## config.mk

```make
export PLATFORM = sky130hd
export DESIGN_NAME = ifu_fetch_queue
export DESIGN_NICKNAME = d
export VERILOG_FILES = /design/src/rtl/ifu_fetch_queue.sv
export SDC_FILE = /design/constraint.sdc
export NUM_CORES = 1
export LEC_CHECK = 0
export BUFFER_PORTS_ARGS = -buffer_cell sky130_fd_sc_hd__clkbuf_2
export CAP_MARGIN = 20
export CORE_MARGIN = 10
export CORE_UTILIZATION = 61
export DETAILED_ROUTE_END_ITERATION = 10
export PLACE_DENSITY = 0.85
export SYNTH_ARGS = -nofsm -noshare
export SYNTH_HDL_FRONTEND = slang
export SYNTH_SLANG_ARGS = --single-unit
```

## constraint.sdc

```tcl
create_clock -name clk -period 7.4 [get_ports clk]
set_clock_uncertainty 0.1 [all_clocks]
set_input_delay 0.74 -clock clk [delete_from_list [all_inputs] [get_ports clk]]
set_output_delay 0.74 -clock clk [all_outputs]
set_load 0.005 [all_outputs]
```

## src/rtl/ifu_fetch_queue.sv

```systemverilog
// Fetch queue: issues in-order imem requests for pc_i and buffers the returned instructions for decode.
// Grant-to-decode latency is response latency + 1; issue stalls once queued plus owed responses reach DEPTH.
module ifu_fetch_queue #(
  parameter int DEPTH  = 4,
  parameter int ADDR_W = 32,
  parameter int DATA_W = 32
) (
  input  logic              clk,
  input  logic              rstn,
  input  logic [ADDR_W-1:0] pc_i,
  input  logic              pc_valid_i,
  output logic              pc_ready_o,
  output logic              imem_req_o,
  output logic [ADDR_W-1:0] imem_addr_o,
  input  logic              imem_gnt_i,
  input  logic              imem_rvalid_i,
  input  logic [DATA_W-1:0] imem_rdata_i,
  input  logic              flush_i,
  output logic              id_valid_o,
  output logic [DATA_W-1:0] id_inst_o,
  output logic [ADDR_W-1:0] id_instaddr_o,
  input  logic              id_ready_i
);

  localparam int IDX_W = $clog2(DEPTH);
  localparam int PTR_W = IDX_W + 1;
  localparam logic [PTR_W-1:0] CAP = PTR_W'(DEPTH);

  logic [ADDR_W-1:0] slot_addr [DEPTH];
  logic [DATA_W-1:0] slot_data [DEPTH];
  logic [DEPTH-1:0]  slot_filled;

  logic [PTR_W-1:0] wr_ptr, fill_ptr, rd_ptr, discard_cnt;
  logic [PTR_W-1:0] used, in_flight, occupancy, owed, flush_discard;
  logic [IDX_W-1:0] wr_idx, fill_idx, rd_idx;
  logic             grant, pop, drop_now;

  assign wr_idx   = wr_ptr[IDX_W-1:0];
  assign fill_idx = fill_ptr[IDX_W-1:0];
  assign rd_idx   = rd_ptr[IDX_W-1:0];

  // Both sums are bounded by DEPTH, so they fit the pointer width without overflow.
  assign used      = wr_ptr - rd_ptr;
  assign in_flight = wr_ptr - fill_ptr;
  assign occupancy = used + discard_cnt;
  assign owed      = discard_cnt + in_flight;

  // On flush, a response arriving in the same cycle settles one of the owed responses.
  assign drop_now      = imem_rvalid_i && (owed != '0);
  assign flush_discard = owed - PTR_W'(drop_now);

  assign imem_req_o  = pc_valid_i && !flush_i && (occupancy < CAP);
  assign imem_addr_o = pc_i;
  assign grant       = imem_req_o && imem_gnt_i;
  assign pc_ready_o  = grant;

  assign id_valid_o    = (rd_ptr != fill_ptr) && slot_filled[rd_idx];
  assign id_inst_o     = id_valid_o ? slot_data[rd_idx] : '0;
  assign id_instaddr_o = id_valid_o ? slot_addr[rd_idx] : '0;
  assign pop           = id_valid_o && id_ready_i;

  always_ff @(posedge clk) begin
    if (!rstn) begin
      wr_ptr      <= '0;
      fill_ptr    <= '0;
      rd_ptr      <= '0;
      discard_cnt <= '0;
      slot_filled <= '0;
    end else if (flush_i) begin
      wr_ptr      <= '0;
      fill_ptr    <= '0;
      rd_ptr      <= '0;
      discard_cnt <= flush_discard;
      slot_filled <= '0;
    end else begin
      // Grant, fill and pop never target the same slot, so they update independently.
      if (grant) begin
        slot_addr[wr_idx]   <= pc_i;
        slot_filled[wr_idx] <= 1'b0;
        wr_ptr              <= wr_ptr + 1'b1;
      end
      if (imem_rvalid_i) begin
        if (discard_cnt != '0) begin
          discard_cnt <= discard_cnt - 1'b1;
        end else if (fill_ptr != wr_ptr) begin
          slot_data[fill_idx]   <= imem_rdata_i;
          slot_filled[fill_idx] <= 1'b1;
          fill_ptr              <= fill_ptr + 1'b1;
        end
      end
      if (pop) begin
        slot_filled[rd_idx] <= 1'b0;
        rd_ptr              <= rd_ptr + 1'b1;
      end
    end
  end

endmodule

```

==> qor.csv <==
metric;value;unit
antenna_left;0;
netlist_area;0.0113;mm^2
synth_top_area_share;68.0;%
powerDensity;249;mW/mm^2
fin_area;0.0130;mm^2
postCtsSetupBuffers;0;
drive_above_1_share;39.9;%
grt_pass1_wl;34900;um
hold_path_end;slot_data[3][7]$_DFFE_PP_;
critPathArrivalTime;3030;ps
nNetsFinal;833;
power_switching_share;21.1;%
avgSynthCellArea;19.2;um^2
cp-start-kind;register;
maxCapViolations;0;
power_leakage;4.62;nW
cts.root.buffer_cell;clkbuf_16;
synth-async-reset-ratio;0;%
setup_viol_count_final;0;
clock-sinks;274;
boundaryPins;170;
crit_start;wr_ptr[1]$_SDFFE_PP0N_;
die-area;0.0244;mm^2
grt-ovfl-total;0;
fin_ws;3530;ps
cts_buffer_depth;3;
hold_violations;0;
die_width;156;um
cts_tree;done;
whs;342;ps
design.core.area;0.0181;mm^2
row_count;49;
rsz0062_at_grt;false;
dr.pass1.iters;4;
yosys.cell_types.count;40;
start_util;62.5;%
r2r_end;slot_addr[1][1]$_DFFE_PP_;
tns;0;ps
peakVddDrop;0.218;mV
p_sw;0.682;mW
place_hpwl;14300;um
port_buffers;169;
synth_nets;683;
grt_max_degree;65;
min_path_cells;1;
path_class;reg -> out;
htreeDepth;1;
antennaDiodeCount;0;
yosysWarnings;0;
yosys_most_used_dff;edfxtp_1;
numCtsBuffers;27;
rr_worst_depth;8;
ys_seq_area_share;71.2;%
final_core_util;71.9;%
hold_class;in -> reg;
clkPwrFrac;39.1;%
pwr-share-comb;7.6;%
path_clk_slew;60;ps
via_count;5762;
slew_headroom;37.1;%
drc;0;
synth_area_leaders;edfxtp_1 (68%), mux4_2 (13%), and2_1 (3.6%), dfxtp_1 (3.2%), ha_1 (2.3%);
r2r_slack;3760;ps
fp.dieH;156;um
tightest_slew;943;ps
antenna_found_initial;1;
area_growth;15.0;%
post_cts_resized;0;
p_seq_share;53.2;%
post_drt_wl_per_cell;22.8;um
netlist_instances;588;
hold_buffers;0;
synth_seq_cells;274;
p_int;2.56;mW
end_kind;output pin;
fin_crit_sh;52.2;%
grt_pass1_vias;6272;
wl;22400;um
critPathMaxFanout;10;
gp_congestion;0.845;
hp-start;imem_rdata_i[7];
cp.required;6560;ps
drt_iter0_markers;433;
placed_area;0.0121;mm^2
post_drt_via_cell_ratio;5.85;
synth_edf_count;256;
dp_slack;3760;ps
status;finished clean;
reg2reg_from;wr_ptr[1]$_SDFFE_PP0N_;
slew_viol_final;0;
period_needed;3870;ps
fmax;259;MHz
grt_use_total;18.3;%
yosysTopAreaCell;edfxtp_1;
insertion_delay;520;ps
[state kept, by name, summed over array words and instances (netlist names), named ones only]
name / cells
rd_ptr: 3
wr_ptr: 3
slot_filled: 4
slot_addr: 128
fill_ptr: 3
slot_data: 128
discard_cnt: 3
[synth_stat cells, drive strengths merged (2+ instances only)]
library cell,instances
ha,21
nor2b,5
buf,43
a21oi,10
a311oi,2
clkbuf,14
mux4,65
xor2,5
dfxtp,18
nand2,5
nand2b,2
nor2,13
fa,3
and3,9
xnor2,15
and2,65
inv,16
mux2i,2
o21ai,4
a221oi,3
edfxtp,256
[placed cells by master (no fill, tap or decap), drive strengths merged, types with 2 or more instances in the layout]
cell type and count:
edfxtp 256, clkbuf 204, a221oi 3, dfxtp 18
a21oi 10, o21ai 4, a311oi 2, nand2 5
clkinvlp 2, nand2b 2, ha 21, and3 9
nor2 13, fa 3, mux2i 2, mux4 65
buf 9, inv 16, clkinv 9, and2 65
nor2b 5, xnor2 15, xor2 5
[per-layer routing]
metal	global-route usage (%)	part of all wire [%]
met5	0	0.058
met3	3.67	5.9
met2	30.8	52
met1	23.3	40
met4	6.61	2.8
[cell families (layout without fill, tap and decap cells)]
kind of cell | after synthesis | after routing | share of synthesized area [%]
muxes | 67 | 67 | 13.2
adders and majority gates | 24 | 24 | 2.86
AOI/OAI and AO/OA | 25 | 25 | 1.72
DFF | 274 | 274 | 71.2
and+or+nand+nor | 105 | 105 | 5.59
xor gates and xnor gates | 20 | 20 | 1.75
buffers and inverters | 73 | 241 | 3.61
[power by group through the flow]
stage	Sequential [mW]	Combinational (mW)	Clock, mW
6_report	1.72	0.247	1.27
5_1_grt	1.72	0.275	1.36
4_1_cts	1.72	0.250	1.29
3_5_place_dp	1.76	0.246	0
3_3_place_gp	1.75	0.234	0
2_1_floorplan	1.75	0.176	0
[worst max-delay path, stage by stage, from the launching register on]
cell      delay [ps]
dfxtp_1          410
inv_1            160
fa_1             560
inv_1             40
ha_1             270
and3b_1          190
or3_1            350
mux2i_4          330
clkbuf_2         190
[layout make-up]
type                       count  area, um^2
inverter                      16        60.1
fill                        1061        5090
tap                          229         287
clock inverter                12        88.8
timing repair buffer         178         931
clock buffer                  35         736
sequential                   274        8050
multi-input combinational    241        2840
[stage by stage]
stage,std cells,power (mW)
6_report,985,3.24
5_1_grt,985,3.36
4_1_cts,984,3.26
3_5_place_dp,937,2.00
3_3_place_gp,936,1.99
2_1_floorplan,588,1.93
[worst max-delay path by stage]
stage                                 to  slack [ps]
3_3_place_gp   slot_addr[1][5]$_DFFE_PP_        3920
5_1_grt                       pc_ready_o        3420
4_1_cts                       pc_ready_o        3520
6_report                      pc_ready_o        3530
3_5_place_dp   slot_addr[1][5]$_DFFE_PP_        3760
2_1_floorplan  slot_addr[0][0]$_DFFE_PP_        4220
Power figures use the tool's default switching activity.
